**config.mk**
```make
export PLATFORM = sky130hd
export DESIGN_NAME = lt24_write_sequencer
export DESIGN_NICKNAME = d
export VERILOG_FILES = /design/src/rtl/lt24_write_sequencer.sv
export SDC_FILE = /design/constraint.sdc
export NUM_CORES = 1
export LEC_CHECK = 0
export ABC_AREA = 0
export BUFFER_PORTS_ARGS = -buffer_cell sky130_fd_sc_hd__buf_2
export CAP_MARGIN = 20
export CORE_MARGIN = 8
export CORE_UTILIZATION = 53
export DETAILED_ROUTE_END_ITERATION = 8
export PLACE_DENSITY = 0.81
export SLEW_MARGIN = 25
export SYNTH_ARGS = -nofsm -noshare
export SYNTH_HDL_FRONTEND = slang
export SYNTH_SLANG_ARGS = --single-unit
export TNS_END_PERCENT = 5
```
**constraint.sdc**
```tcl
create_clock -name clk -period 2.9 [get_ports clk]
set_input_delay 0 -clock clk [delete_from_list [all_inputs] [get_ports clk]]
set_output_delay 0 -clock clk [all_outputs]
set_load 0.005 [all_outputs]
```
**src/rtl/lt24_write_sequencer.sv**
```systemverilog
// LT24 LCD write sequencer.
// Runs the panel power-up reset timing, then arbitrates between a command
// channel and a pixel-burst channel and drives 8080-style write cycles.
// Once a pixel burst has started it owns the bus until its last word.
// Between bursts, commands have fixed priority over pixels.
module lt24_write_sequencer #(
    parameter int WR_LOW_CYCLES    = 2,
    parameter int WR_HIGH_CYCLES   = 2,
    parameter int RST_PULSE_CYCLES = 500,
    parameter int RST_WAIT_CYCLES  = 6000000,
    parameter int CNT_W            = 24
) (
    input  logic        clk,
    input  logic        reset_n,
    input  logic        init_start,
    input  logic        cmd_valid,
    output logic        cmd_ready,
    input  logic [15:0] cmd_data,
    input  logic        cmd_is_param,
    input  logic        pix_valid,
    output logic        pix_ready,
    input  logic [15:0] pix_data,
    input  logic        pix_last,
    output logic        busy,
    output logic        init_done,
    output logic        lcd_on,
    output logic        lcd_reset_n,
    output logic        cs_n,
    output logic        wr_n,
    output logic        rd_n,
    output logic        dc_n,
    output logic [15:0] d
);

    typedef enum logic [2:0] {
        ST_RST_LOW,
        ST_RST_WAIT,
        ST_IDLE,
        ST_WR_LOW,
        ST_WR_HIGH
    } state_t;

    // Terminal counts: each timed state lasts (last + 1) clocks.
    localparam logic [CNT_W-1:0] LP_PULSE_LAST = CNT_W'(RST_PULSE_CYCLES - 1);
    localparam logic [CNT_W-1:0] LP_WAIT_LAST  = CNT_W'(RST_WAIT_CYCLES - 1);
    localparam logic [CNT_W-1:0] LP_LOW_LAST   = CNT_W'(WR_LOW_CYCLES - 1);
    localparam logic [CNT_W-1:0] LP_HIGH_LAST  = CNT_W'(WR_HIGH_CYCLES - 1);

    state_t             r_state;
    logic [CNT_W-1:0]   r_cnt;
    logic [15:0]        r_d;
    logic               r_dc_n;
    logic               r_burst_lock;
    logic               r_init_done;
    logic               r_lcd_on;

    state_t             w_state_nxt;
    logic [CNT_W-1:0]   w_cnt_nxt;
    logic               w_cmd_ready;
    logic               w_pix_ready;
    logic               w_cmd_acc;
    logic               w_pix_acc;
    logic               w_init_go;
    logic               w_init_set;
    logic               w_cs_n;
    logic               w_wr_n;

    // Next-state, handshake and bus-strobe decode.
    always_comb begin
        // NOTE: every output of this block gets a default first, so no path
        // through the case statement leaves a signal unassigned (no latches).
        w_state_nxt = r_state;
        w_cnt_nxt   = r_cnt;
        w_cmd_ready = 1'b0;
        w_pix_ready = 1'b0;
        w_cmd_acc   = 1'b0;
        w_pix_acc   = 1'b0;
        w_init_go   = 1'b0;
        w_init_set  = 1'b0;
        w_cs_n      = 1'b1;
        w_wr_n      = 1'b1;

        unique case (r_state)
            ST_RST_LOW: begin
                if (r_cnt == LP_PULSE_LAST) begin
                    w_state_nxt = ST_RST_WAIT;
                    w_cnt_nxt   = '0;
                end else begin
                    w_cnt_nxt = r_cnt + 1'b1;
                end
            end

            ST_RST_WAIT: begin
                if (r_cnt == LP_WAIT_LAST) begin
                    w_state_nxt = ST_IDLE;
                    w_cnt_nxt   = '0;
                    w_init_set  = 1'b1;
                end else begin
                    w_cnt_nxt = r_cnt + 1'b1;
                end
            end

            ST_IDLE: begin
                // Chip select stays low between the words of a pixel burst.
                w_cs_n = ~r_burst_lock;
                if (init_start) begin
                    // Re-init wins over any waiting requester; nothing is
                    // accepted this cycle, requesters simply keep waiting.
                    w_init_go   = 1'b1;
                    w_state_nxt = ST_RST_LOW;
                    w_cnt_nxt   = '0;
                end else begin
                    if (r_burst_lock) begin
                        w_pix_ready = 1'b1;
                    end else begin
                        w_cmd_ready = 1'b1;
                        w_pix_ready = ~cmd_valid;
                    end
                    w_cmd_acc = cmd_valid & w_cmd_ready;
                    w_pix_acc = pix_valid & w_pix_ready;
                    if (w_cmd_acc || w_pix_acc) begin
                        w_state_nxt = ST_WR_LOW;
                        w_cnt_nxt   = '0;
                        w_cs_n      = 1'b0;
                    end
                end
            end

            ST_WR_LOW: begin
                w_cs_n = 1'b0;
                w_wr_n = 1'b0;
                if (r_cnt == LP_LOW_LAST) begin
                    w_state_nxt = ST_WR_HIGH;
                    w_cnt_nxt   = '0;
                end else begin
                    w_cnt_nxt = r_cnt + 1'b1;
                end
            end

            ST_WR_HIGH: begin
                w_cs_n = 1'b0;
                if (init_start) begin
                    // The write already has its rising edge; cutting the
                    // recovery time short is harmless because the panel is
                    // about to be reset anyway.
                    w_init_go   = 1'b1;
                    w_state_nxt = ST_RST_LOW;
                    w_cnt_nxt   = '0;
                end else if (r_cnt == LP_HIGH_LAST) begin
                    w_state_nxt = ST_IDLE;
                    w_cnt_nxt   = '0;
                end else begin
                    w_cnt_nxt = r_cnt + 1'b1;
                end
            end

            default: begin
                w_state_nxt = ST_RST_LOW;
                w_cnt_nxt   = '0;
            end
        endcase
    end

    // State register and shared timing counter.
    always_ff @(posedge clk or negedge reset_n) begin
        // NOTE: sequential state uses non-blocking assignments so every
        // register samples the pre-edge values of the others.
        if (!reset_n) begin
            r_state <= ST_RST_LOW;
            r_cnt   <= '0;
        end else begin
            r_state <= w_state_nxt;
            r_cnt   <= w_cnt_nxt;
        end
    end

    // Bus data/dc_n capture, burst ownership, init status and power enable.
    always_ff @(posedge clk or negedge reset_n) begin
        if (!reset_n) begin
            r_d          <= '0;
            r_dc_n       <= 1'b1;
            r_burst_lock <= 1'b0;
            r_init_done  <= 1'b0;
            r_lcd_on     <= 1'b0;
        end else begin
            r_lcd_on <= 1'b1;

            if (w_cmd_acc) begin
                r_d    <= cmd_data;
                r_dc_n <= cmd_is_param;
            end else if (w_pix_acc) begin
                r_d    <= pix_data;
                r_dc_n <= 1'b1;
            end

            if (w_init_go) begin
                r_burst_lock <= 1'b0;
            end else if (w_pix_acc) begin
                r_burst_lock <= ~pix_last;
            end

            if (w_init_go) begin
                r_init_done <= 1'b0;
            end else if (w_init_set) begin
                r_init_done <= 1'b1;
            end
        end
    end

    assign cmd_ready   = w_cmd_ready;
    assign pix_ready   = w_pix_ready;
    assign busy        = (r_state != ST_IDLE);
    assign init_done   = r_init_done;
    assign lcd_on      = r_lcd_on;
    assign lcd_reset_n = (r_state != ST_RST_LOW);
    assign cs_n        = w_cs_n;
    assign wr_n        = w_wr_n;
    assign rd_n        = 1'b1;
    assign dc_n        = r_dc_n;
    assign d           = r_d;

endmodule

```
### Word level (Yosys, flattened, before mapping)

Index checks and enable logic that the tools add are counted.

| cells by class | value |
|---|---|
| add/subtract/negate cells | 1 |
| multiply operators | 0 |
| div/mod/pow operators | 0 |
| $lt $le $gt $ge | 0 |
| eq/ne operators | 13 |
| shift operators | 0 |
| multiplexer cells | 45 |
| bitwise operators | 5 |
| reductions and logical operators | 9 |

Operators with widths:

| kind | number |
|---|---|
| two-way mux 24 bit | 6 |
| one-hot mux 24 bit (5 select lines) | 1 |
| two-way mux 16 bit | 2 |
| two-way mux 1 bit | 27 |
| adder 24 x 1 -> 24 bit, second input constant | 1 |
| == test 24 x 1 -> 1 bit, second input constant | 1 |
| == test 24 x 23 -> 1 bit, second input constant | 1 |
| == test 24 x 9 -> 1 bit, second input constant | 1 |
| two-way mux 3 bit | 7 |
| one-hot mux 3 bit (5 select lines) | 1 |
| == test 3 x 2 -> 1 bit, second input constant | 2 |
| != test 2 bit, second input constant | 3 |
| != test 3 bit, second input constant | 2 |
| nonzero test 2 bit | 3 |
| AND reduction 5 bit | 1 |
| OR reduction 2 bit | 2 |
| == test 3 x 1 -> 1 bit, second input constant | 1 |
| == test 3 bit, second input constant | 1 |
| zero test 3 bit | 1 |
| != test 3 x 2 -> 1 bit, second input constant | 1 |
| NOT 1 bit | 3 |
| nonzero test 3 bit | 1 |
| AND 1 bit | 2 |
| one-hot mux 1 bit (2 select lines) | 1 |
| logical OR 1 bit | 1 |

| word-level totals | value |
|---|---|
| bits in registers | 47 |
| latch bits | 0 |
| bits in writable memories | 0 |
| memory bits (read-only) | 0 |
| input bits | 39 |
| output and inout port bits | 26 |
| word-level logic and storage cells | 80 |
| memories kept | 0 |

### Depth between registers and ports, before layout

Gate-level depths: netlist of the first run.

| logic depth | value |
|---|---|
| depth after elaboration | 9 |
| depth in mapped cells | 8 |
| gate-level depth less buffers | 7 |

### Worst setup path after synthesis of the first run

No wires, ideal clock.

| path | value |
|---|---|
| path type | reg2reg |
| from | register r_state[1] |
| to | register r_cnt[13] |
| library setup time | 0.074 ns |
| arrival time | 1.989 ns |
| data required time | 2.826 ns |
| slack | 0.837 ns |
| cell stages (with the launch flop) | 9 |
| path buffers | 2 |
| period minus slack after synthesis | 2.063 ns |
| cells stage by stage | dfrtp_1 buf_6 or4b_4 nand2_1 o21ai_2 and3_4 buf_6 or4_4 o21ai_2 |

| on the way | value |
|---|---|
| longest elaborated chain between the ends | 2 |
| elaborated cells on any way between the ends | 7 |
| classes of those cells | eq/ne (5); mux (1); reduce/logical (1) |

RTL lines:

| element | line | source |
|---|---|---|
| start, declared | 49 | `state_t r_state;` |
| start signal, assigned | 172 | `r_state <= w_state_nxt;` |
| == test 3 bit, or another cell as far along | 83 | `unique case (r_state)` |
| one-hot mux 24 bit (5 select lines) / != test 3 bit (equally long branches) | n/a |  |
| end signal, assigned | 173 | `r_cnt <= w_cnt_nxt;` |
| end, declared | 50 | `logic [CNT_W-1:0] r_cnt;` |

Parallel ways exist; a longest one is shown, timed or not.
A chain may end at the register's enable or synchronous reset.

### Worst setup path after layout of the first run

| path | value |
|---|---|
| from | register r_cnt[14] |
| to | register r_cnt[11] |

| on the way | value |
|---|---|
| longest elaborated chain between the ends | 4 |
| elaborated cells on any way between the ends | 8 |
| classes of those cells | eq/ne (3); mux (5) |

RTL lines:

| element | line | source |
|---|---|---|
| == test 24 x 1 -> 1 bit | 132, 149 |  |
| two-way mux 24 bit | 132, 149 |  |
| two-way mux 24 bit | 142 | `if (init_start) begin` |
| one-hot mux 24 bit (5 select lines) * | 83 |  |

Mark *: on every way between the ends. The rest lies on a longest branch, timed or not.

==> metrics.sh, run 1 <==
FIRST_GLOBAL_VIAS=2303
DRT-TOTAL-WL_MM=7.23
WORST_PATH_SETUP_SLACK_AFTER_ROUTING_NS=0.524
CRIT_FANOUT=10
GP_ROUTABILITY_CONGESTION=0.996
TIMING.MAX_SLEW.REL_SLACK_PCT=53.9
FIN_WORST_HOLD_SLACK_NS=0.00355
LEAKAGE_nW=1.40
SYNTH_EDF_COUNT=0
CTS-BUFFERS-INSERTED=5
MAXIMUM_NUMBER_OF_PINS_ON_ONE_NET_BEFORE_GLOBAL_ROUTE_REPAIR=48
GR-USAGE-ALL-LAYERS_PCT=19.8
CRITICAL_PATH.MAX_STAGE_DELAY_NS=0.63
CLOCK-SKEW-FINAL_NS=0.00291
DRV_CAP=0
TIMING.FINAL.CRIT_PERIOD_NS=2.38
SYNTH.AREA.TOP_CELLS='sky130_fd_sc_hd__dfrtp_1 44%, sky130_fd_sc_hd__a21oi_1 5.4%, sky130_fd_sc_hd__nor2_1 5.2%, sky130_fd_sc_hd__o22ai_1 4.6%, sky130_fd_sc_hd__nand2_1 3.6%'
GRT_FIRST_PASS_WIRELENGTH_MM=11.6
ANTENNA_LEFT=0
TIMING.HOLD.WORST_ENDPOINT='d[7]$_DFFE_PN0P_'
CRIT_CHAIN='nor4_1 -> nand4_1 -> o21ai_2 -> nand3_1 -> nor2_2 -> o32ai_1'
SYNTH-SEQ-AREA-SHARE_PCT=45.4
CTSROOTBUFFERMASTER='sky130_fd_sc_hd__clkbuf_8'
CRITICAL_PATH_REQUIRED_NS=3.07
WORSTSKEWPAIRLATENCY_NS=0.30
MAX_FREQ_MHz=421
DETAIL_ROUTE.ITER0.VIOLATIONS=266
ANTENNA-DIODE-COUNT=0
NUMBER_OF_HOLD_VIOLATIONS_IN_THE_FINAL_REPORT=0
CLOCKBUFFERDEPTH=2
HOLD_REMOVAL_PATH_CLASS='in2reg'
AREA.GROWTH.SYNTH_TO_FINAL_PCT=22.1
WORST_SETUP_EP_TYPE='register'
TIMING.CRITICAL_PATH.BUF_INV=0
CRITICALPATHCATEGORY='reg2reg'
N_FILL_CELL=380
SYNTH.CELL_AREA_MM2=0.00259
CLOCK_TREE_FROM_TRITONCTS='yes'
SETUP_VIOL=0
ROUTE.VIAS.TOTAL=2584
IR_WORST_VDD_V=0.000454
DETAILEDROUTE.FIRSTPASSITERATIONCOUNT=4
IO_PINS=65
DIE-AREA_MM2=0.00739
SYNTH_FF_TYPE='sky130_fd_sc_hd__dfrtp_1'
POST_DRT_WL_PER_CELL_UM=16.2
WORSTPATHARRIVAL_NS=2.54
YS_SEQ_ELEMENTS=47
POSTCTSHOLDBUFS=10
SYNTHARSTFLOPSHARE_PCT=100
CPMAXSTAGEDELAYCELL='sky130_fd_sc_hd__nor4_1'
CRITICAL_PATH.STARTPOINT_TYPE='register'
CLKSINKCOUNT=47
NNETSFINAL=419
TIMING.FINAL.CRIT_SHARE_PCT=81.9
GRT_OVERFLOW=0
CRITICAL_PATH.TOP_DELAY_FAMILY='simple AND/OR/NAND/NOR gates'
PLACED_AREA_MM2=0.00296
HOLD-PATH-CELL-COUNT=3
CTSRESIZECOUNT=0
TIGHTEST_SLEW_NS=0.685
FLOORPLAN.DIE.HEIGHT_UM=86.0
GRT_ANTENNA_BEFORE_REPAIR=0
DIEWIDTH_UM=86.0
SYNTHDISTINCTLIBCELLS=46
SYNTH_TOP_CELL_AREA_SHARE_PCT=44.4
SYNTH_TOP_AREA_CELL='sky130_fd_sc_hd__dfrtp_1'
R2R-START='r_cnt[14]$_DFFE_PN0P_'
RSZ0062_AT_GRT='no'
PWR_DENSITY_CELL_mW_PER_MM2=670
PLACE_WORST_SETUP_SLACK_NS=0.660
DP.FINAL_HPWL_MM=5.00
STATUS='finished, final reports clean'
POST-CTS-SETUP-BUFFERS=0
WORSTHOLDSTART='pix_data[7]'
POST_ROUTE_CELLS_DRIVE_ABOVE_1_SHARE_PCT=22.7
COREAREA_MM2=0.00472
SYNTH.YOSYS.WARNINGS=0
FINALINSTANCEAREA_MM2=0.00317
ROWS=25
DRCVIOLATIONCOUNT=0
SYN_AREA_PER_CELL_UM2=8.40
SYNTHCELLS=309
CRIT-REG2REG-CAPTURE='r_cnt[11]$_DFFE_PN0P_'
NUMPORTBUFFERS=63
INITIAL_UTILIZATION_PCT=54.9
CLKTRANSATPATHREGS_NS=0.09
SETUP_TNS_NS=0
CTS-HTREE-LEVELS=2
REG2REGPATHDEPTH=6
SETUP.REG_TO_REG.WORST_SLACK_NS=0.52
FINAL_MAX_SLEW_VIOL_COUNT=0
VIAS_PER_CELL=5.79
## flip-flops by register name (all words and copies together), names as in the netlist
name and flops:
r_burst_lock 1, lcd_on 1, r_state 3, r_cnt 24, d 16, init_done 1
dc_n 1
## worst register-to-register path, delay by kind of cell, from the launching register on
family / cells / cell delay (ns)
compound gates: 2 / 0.39
simple gates: 4 / 1.40
flops: 1 / 0.44
## worst max path at each step
stage / from / cells after the start / end / slack [ns]
6_report: r_cnt[14]$_DFFE_PN0P_ / 6 / r_cnt[11]$_DFFE_PN0P_ / 0.52
4_1_cts: r_cnt[13]$_DFFE_PN0P_ / 6 / r_cnt[11]$_DFFE_PN0P_ / 0.60
5_1_grt: r_cnt[9]$_DFFE_PN0P_ / 6 / r_cnt[11]$_DFFE_PN0P_ / 0.38
3_3_place_gp: r_cnt[13]$_DFFE_PN0P_ / 6 / r_cnt[11]$_DFFE_PN0P_ / 0.80
2_1_floorplan: r_state[1]$_DFFE_PN0P_ / 8 / r_cnt[13]$_DFFE_PN0P_ / 0.84
3_5_place_dp: r_cnt[14]$_DFFE_PN0P_ / 6 / r_cnt[11]$_DFFE_PN0P_ / 0.66
## logic make-up (layout without fill, tap and decap cells)
family                     Yosys count  count (layout)  synth area share, %
and+or+nand+nor                    139             139                 27.9
AOI/OAI and AO/OA                   91              91                 20.2
DFF                                 47              47                 45.4
buffers and inverters               27              96                 4.73
adders and majority gates            2               2                0.964
muxes                                2               2                0.771
other                                1               2                0.145
## synth_stat cells (4+ instances only)
library cell,n
sky130_fd_sc_hd__dfrtp_1,46
sky130_fd_sc_hd__nor2_1,36
sky130_fd_sc_hd__a21oi_1,28
sky130_fd_sc_hd__nand2_1,25
sky130_fd_sc_hd__o22ai_1,19
sky130_fd_sc_hd__nand3_1,18
sky130_fd_sc_hd__o21ai_1,15
sky130_fd_sc_hd__o21ai_0,14
sky130_fd_sc_hd__or3_1,14
sky130_fd_sc_hd__clkbuf_1,10
sky130_fd_sc_hd__inv_1,10
sky130_fd_sc_hd__nand4_1,10
sky130_fd_sc_hd__nor4_1,7
sky130_fd_sc_hd__nand2b_1,6
sky130_fd_sc_hd__a31oi_1,4
## layer usage
metal / global-route usage [%] / vias to the layer above / wire length [um]
met2: 30.7 / 84 / 3610
met3: 4.58 / 15 / 417
li1: - / 1262 / -
met4: 8.12 / 0 / 166
met1: 25.7 / 1223 / 3040
met5: 0 / - / 0
## placed cells by master (no fill, tap or decap), drive strengths merged, types with 3 or more instances in the layout
cell type	count
nand4	10
nand2b	6
clkbuf	6
or3	14
a21oi	28
buf	68
nand2	25
dfrtp	46
o22ai	19
or2	3
and3	4
inv	10
nor2b	3
nand3	18
o21ai	31
nor3	4
nor2	37
a31oi	4
nor4	7
dlygate4sd3	10
## where the power goes
part	leakage (nW)	switching (mW)	internal, mW	total, mW
Clock	0.0514	0.225	0.257	0.482
Combinational	0.736	0.417	0.307	0.724
Sequential	0.612	0.121	0.797	0.918
## metrics by stage
step | cells | power [mW] | utilization (%)
after global routing | 446 | 2.27 | 67.1
final | 446 | 2.12 | 67.1
after CTS | 446 | 2.12 | 67.0
after detailed placement | 428 | 1.63 | 62.6
after floorplan | 310 | 1.37 | -
after global placement | 428 | 1.60 | 62.6
## area by class of cell
| cell class | instances | area [um^2] | share of cell area (%) |
|---|---|---|---|
| inverters | 10 | 37.5 | 1.18 |
| multi-input cells | 236 | 1300 | 41.2 |
| clock inverters | 2 | 37.5 | 1.18 |
| flip-flops and latches | 47 | 1180 | 37.2 |
| well taps | 67 | 83.8 | 2.65 |
| clock buffers | 6 | 72.6 | 2.29 |
| repair buffers | 78 | 455 | 14.4 |
Note: power is estimated with default switching activity, not from simulation.
==> run 2: changes to the inputs <==
Clock period 2.9 ns to 2.5 ns, I/O delays scaled along.
==> metrics.sh, run 2 (synthesized netlist as in run 1, its figures left out) <==
FINAL_UTIL_PCT=67.9
GRT_ANTENNA_BEFORE_REPAIR=0
LEAKAGE_nW=1.42
MOSTFREQUENTLAYOUTCELL='sky130_fd_sc_hd__buf_2'
NNETSFINAL=423
STATUS='finished, violations left'
FIN_WORST_HOLD_SLACK_NS=-0.000182
IO_PINS=65
ANTENNA_LEFT=0
GRT_USE_MET3_PCT=4.68
DP.FINAL_HPWL_MM=5.09
MAXIMUM_NUMBER_OF_PINS_ON_ONE_NET_BEFORE_GLOBAL_ROUTE_REPAIR=48
DRV_CAP=0
HOLD_REMOVAL_PATH_CLASS='in2reg'
CTS-BUFFERS-INSERTED=5
CRIT_FANOUT=20
DETAIL_ROUTE.ITER0.VIOLATIONS=262
R2R-START='r_cnt[13]$_DFFE_PN0P_'
TIMING.FINAL.CRIT_PERIOD_NS=2.24
CLOCKBUFFERDEPTH=2
DRCVIOLATIONCOUNT=0
MAX_FREQ_MHz=447
DRT-TOTAL-WL_MM=7.38
CTS-HTREE-LEVELS=2
CTSRESIZECOUNT=0
IR_WORST_VDD_V=0.000460
GR-USAGE-ALL-LAYERS_PCT=20.2
PWR_DENSITY_CELL_mW_PER_MM2=775
GLOBAL_ROUTE.USAGE.MET2_PCT=33.3
CRITICAL_PATH.STARTPOINT_TYPE='register'
VIOLATIONS='hold timing'
LARGEST_REGISTER_FF_COUNT=24
FLOORPLAN.DIE.HEIGHT_UM=86.0
TIMING.FINAL.CRIT_SHARE_PCT=89.5
SETUP_TNS_NS=0
AREA.GROWTH.SYNTH_TO_FINAL_PCT=23.5
PLACE_WORST_SETUP_SLACK_NS=0.356
WORSTHOLDSTART='pix_data[0]'
WORST_SETUP_EP_TYPE='register'
WORSTPATHARRIVAL_NS=2.44
CRITICAL_PATH_REQUIRED_NS=2.70
FIN_TOTAL_PWR_mW=2.48
TIMING.HOLD.WORST_ENDPOINT='d[0]$_DFFE_PN0P_'
REG2REGPATHDEPTH=6
VIAS_PER_CELL=5.91
CLOCK-SKEW-FINAL_NS=0.00527
POST_ROUTE_CELLS_DRIVE_ABOVE_1_SHARE_PCT=23.2
GRT_FIRST_PASS_WIRELENGTH_MM=12.0
HOLD-PATH-CELL-COUNT=3
POST_DRT_WL_PER_CELL_UM=16.4
CLOCK_TREE_FROM_TRITONCTS='yes'
NUMPORTBUFFERS=63
INITIAL_UTILIZATION_PCT=54.9
FINAL_MAX_SLEW_VIOL_COUNT=0
GLOBALROUTEMET1UTIL_PCT=23.8
DIE-AREA_MM2=0.00739
WORST_PATH_SETUP_SLACK_AFTER_ROUTING_NS=0.263
TIMING.MAX_SLEW.REL_SLACK_PCT=54.6
CLKSINKCOUNT=47
DETAILEDROUTE.FIRSTPASSITERATIONCOUNT=5
GP_ROUTABILITY_CONGESTION=1.01
POST-CTS-SETUP-BUFFERS=0
TIGHTEST_SLEW_NS=0.675
ANTENNA-DIODE-COUNT=0
CRIT-REG2REG-CAPTURE='r_cnt[21]$_DFFE_PN0P_'
WORSTSKEWPAIRLATENCY_NS=0.31
FINAL_CELL_MIX='62 x sky130_fd_sc_hd__buf_2, 46 x sky130_fd_sc_hd__dfrtp_1, 36 x sky130_fd_sc_hd__nor2_1'
SETUP_VIOL=0
COREAREA_MM2=0.00472
CLKTRANSATPATHREGS_NS=0.09
GRT_OVERFLOW=0
CRITICALPATHCATEGORY='reg2reg'
LARGEST-REGISTER='r_cnt'
CTSROOTBUFFERMASTER='sky130_fd_sc_hd__clkbuf_8'
FIRST_GLOBAL_VIAS=2581
DIEWIDTH_UM=86.0
SETUP.REG_TO_REG.WORST_SLACK_NS=0.26
RSZ0062_AT_GRT='no'
ROWS=25
NUMBER_OF_HOLD_VIOLATIONS_IN_THE_FINAL_REPORT=1
ROUTE.VIAS.TOTAL=2661
GRT_MOST_USED_LAYER='met2'
run 2: per-stage QoR:
stage / instance area, um^2 / cells / hold slack [ns]
2_1_floorplan: 2600 / 310 / -0.296
3_3_place_gp: 2970 / 430 / 0.201
3_5_place_dp: 2970 / 430 / 0.211
4_1_cts: 3200 / 450 / 0.00500
5_1_grt: 3210 / 450 / 0.0117
6_report: 3210 / 450 / -0.000182
run 2: routing by layer:
metal  vias up  share of wire [%]
met3        16                5.8
met5         -                  0
met1      1287                 41
li1       1275                  -
met2        83                 51
met4         0                2.2
run 2: timing repair:
| action | in CTS | in global routing |
|---|---|---|
| endpoints found under the setup margin | 0 | 0 |
| hold buffers | 12 | 0 |
| hold endpoints to repair | 56 | 0 |
run 2: how the worst max path moves through the flow:
stage / to / slack [ns] / start
3_3_place_gp: r_cnt[21]$_DFFE_PN0P_ / 0.38 / r_cnt[13]$_DFFE_PN0P_
3_5_place_dp: r_cnt[21]$_DFFE_PN0P_ / 0.36 / r_cnt[13]$_DFFE_PN0P_
5_1_grt: r_cnt[21]$_DFFE_PN0P_ / 0.09 / r_cnt[13]$_DFFE_PN0P_
6_report: r_cnt[21]$_DFFE_PN0P_ / 0.26 / r_cnt[13]$_DFFE_PN0P_
2_1_floorplan: r_cnt[13]$_DFFE_PN0P_ / 0.44 / r_state[1]$_DFFE_PN0P_
4_1_cts: r_cnt[21]$_DFFE_PN0P_ / 0.35 / r_cnt[13]$_DFFE_PN0P_
run 2: power breakdown:
part / switching (mW) / total, mW / internal, mW
clock: 0.270 / 0.568 / 0.298
combinational: 0.483 / 0.855 / 0.372
sequential: 0.136 / 1.06 / 0.925
run 2: area by class of cell:
| type | instances | area (um^2) |
|---|---|---|
| flip-flops and latches | 47 | 1180 |
| well taps | 67 | 83.8 |
| repair buffers | 82 | 490 |
| multi-input cells | 236 | 1300 |
| inverters | 10 | 37.5 |
| fillers | 377 | 1520 |
| clock inverters | 3 | 43.8 |
| clock buffers | 5 | 68.8 |
run 2: worst max-delay path, cell delays in order (launching register included):
cell and delay, ns:
sky130_fd_sc_hd__dfrtp_1 0.45, sky130_fd_sc_hd__nor4_1 0.63, sky130_fd_sc_hd__nand4_1 0.16, sky130_fd_sc_hd__o21bai_1 0.25
sky130_fd_sc_hd__and3_4 0.36, sky130_fd_sc_hd__o21ai_1 0.10, sky130_fd_sc_hd__a21o_1 0.19
==> run 3: changes to the inputs <==
Settings changed: CORE_MARGIN 8 to 2.
==> metrics.sh, run 3 (synthesized netlist as in run 1, its figures left out) <==
STATUS='finished, final reports clean'
LARGEST-REGISTER='r_cnt'
POST_DRT_WL_PER_CELL_UM=14.9
TIMING.FINAL.CRIT_SHARE_PCT=92.5
WORSTPATHARRIVAL_NS=2.48
IR_WORST_VDD_V=0.000406
DETAILEDROUTE.FIRSTPASSITERATIONCOUNT=4
CTS-BUFFERS-INSERTED=5
IO_PINS=65
NNETSFINAL=422
AREA.GROWTH.SYNTH_TO_FINAL_PCT=22.8
POST_ROUTE_CELLS_DRIVE_ABOVE_1_SHARE_PCT=22.8
FINAL_UTIL_PCT=67.5
ANTENNA_LEFT=0
GRT_ANTENNA_BEFORE_REPAIR=0
MOSTFREQUENTLAYOUTCELL='sky130_fd_sc_hd__buf_2'
P_SEQ_SHARE_PCT=44.4
WORST_SETUP_EP_TYPE='register'
GRT_OVERFLOW=0
CTSRESIZECOUNT=0
FINAL_MAX_SLEW_VIOL_COUNT=0
LEAKAGE_nW=1.41
POWER_REPORT.INTERNAL_TOTAL_mW=1.51
CRITICAL_PATH.STARTPOINT_TYPE='register'
CRIT_CHAIN='nor4_1 -> nand4_1 -> o21ai_2 -> nand3_1 -> nor2_2 -> o32ai_1'
FIRST_GLOBAL_VIAS=2251
NUMPORTBUFFERS=63
ROWS=25
CRITICAL_PATH.TOP_DELAY_FAMILY='simple AND/OR/NAND/NOR gates'
DRCVIOLATIONCOUNT=0
DETAIL_ROUTE.ITER0.VIOLATIONS=215
DRT-TOTAL-WL_MM=6.69
DIEWIDTH_UM=74.0
DP.FINAL_HPWL_MM=4.54
POWER.NET_SWITCHING_mW=0.888
CLKSINKCOUNT=47
DIE-AREA_MM2=0.00547
WORSTSKEWPAIRLATENCY_NS=0.31
VIAS_PER_CELL=5.83
P_SW_SHARE_PCT=37.0
RSZ0062_AT_GRT='no'
FIN_WORST_HOLD_SLACK_NS=0.00190
FLOORPLAN.DIE.HEIGHT_UM=74.0
GR-USAGE-ALL-LAYERS_PCT=25.2
LARGEST_REGISTER_FF_COUNT=24
DRV_CAP=0
MAXIMUM_NUMBER_OF_PINS_ON_ONE_NET_BEFORE_GLOBAL_ROUTE_REPAIR=48
CPMAXSTAGEDELAYCELL='sky130_fd_sc_hd__nor4_1'
SETUP_TNS_NS=0
CRIT_FANOUT=10
COREAREA_MM2=0.00472
GRT_FIRST_PASS_WIRELENGTH_MM=10.6
FINAL_CELL_MIX='62 x sky130_fd_sc_hd__buf_2, 46 x sky130_fd_sc_hd__dfrtp_1, 36 x sky130_fd_sc_hd__nor2_1'
HOLD_REMOVAL_PATH_CLASS='in2reg'
TIMING.FINAL.CRIT_PERIOD_NS=2.31
TIMING.MAX_SLEW.REL_SLACK_PCT=57.5
TIGHTEST_SLEW_NS=0.632
CLKTRANSATPATHREGS_NS=0.09
POWER_FRAC_COMB_PCT=35.0
P_CLK_SHARE_PCT=20.7
NUMBER_OF_HOLD_VIOLATIONS_IN_THE_FINAL_REPORT=0
ROUTE.VIAS.TOTAL=2619
INITIAL_UTILIZATION_PCT=54.9
CRITICAL_PATH_REQUIRED_NS=2.66
MAX_FREQ_MHz=433
N_FILL_CELL=400
PWR_DENSITY_CELL_mW_PER_MM2=754
CTS-HTREE-LEVELS=2
CLOCK_TREE_FROM_TRITONCTS='yes'
TIMING.CRITICAL_PATH.BUF_INV=0
CTSROOTBUFFERMASTER='sky130_fd_sc_hd__clkbuf_8'
GP_ROUTABILITY_CONGESTION=0.916
CRITICAL_PATH.MAX_STAGE_DELAY_NS=0.59
SETUP_VIOL=0
CLOCK-SKEW-FINAL_NS=0.00352
ANTENNA-DIODE-COUNT=0
CLOCKBUFFERDEPTH=2
CRITICALPATHCATEGORY='reg2reg'
-- run 3: layer usage --
metal	GRT usage, %	wire length [um]	vias up
met4	10.3	143	0
met2	41.1	3410	80
met3	3.93	308	12
li1	-	-	1279
met5	0	0	-
met1	33.6	2830	1248
-- run 3: layout make-up --
cell class / instances / area (um^2) / area share (%)
clock buffers: 6 / 82.6 / 2.59
clock inverters: 2 / 16.3 / 0.510
inverters: 10 / 37.5 / 1.18
multi-input cells: 236 / 1300 / 40.9
flip-flops and latches: 47 / 1180 / 36.9
well taps: 67 / 83.8 / 2.63
repair buffers: 81 / 485 / 15.2
-- run 3: power by group through the flow --
stage               clock network, mW  logic, mW  registers [mW]
floorplan                           0      0.533            1.05
global placement                    0      0.792            1.07
detailed placement                  0      0.810            1.08
CTS                             0.503      0.836            1.06
global route                    0.541      0.936            1.09
finish                          0.496      0.840            1.07
-- run 3: final timing paths --
path | from | endpoint | slack, ns | depth (start not counted)
min reg2reg | init_done$_DFFE_PN0P_ | init_done$_DFFE_PN0P_ | 0.51 | 2
min in group asynchronous | reset_n | r_state[1]$_DFFE_PN0P_ | 0.23 | 2
max reg2reg | r_cnt[13]$_DFFE_PN0P_ | r_cnt[11]$_DFFE_PN0P_ | 0.19 | 6
min | pix_data[7] | d[7]$_DFFE_PN0P_ | 0.002 | 3
max | r_cnt[13]$_DFFE_PN0P_ | r_cnt[11]$_DFFE_PN0P_ | 0.19 | 6
max in group asynchronous | reset_n | d[10]$_DFFE_PN0P_ | 1.87 | 2
-- run 3: repair_timing --
action,in CTS,in global routing
hold endpoints to repair,56,1
hold buffers,12,1
buffers inserted,0,0
-- run 3: tightest hold or removal path, cell delays in order --
cell,delay [ns]
sky130_fd_sc_hd__buf_2,0.07
sky130_fd_sc_hd__o22ai_1,0.05
sky130_fd_sc_hd__a21oi_1,0.14
-- run 3: per-stage QoR --
| step | instances | power (mW) | cell area (um^2) | setup WS (ns) |
|---|---|---|---|---|
| finish | 449 | 2.40 | 3190 | 0.189 |
| global route | 449 | 2.57 | 3190 | 0.105 |
| CTS | 448 | 2.40 | 3180 | 0.241 |
| detailed placement | 428 | 1.89 | 2960 | 0.260 |
| global placement | 428 | 1.86 | 2960 | 0.385 |
| floorplan | 310 | 1.59 | 2600 | 0.437 |
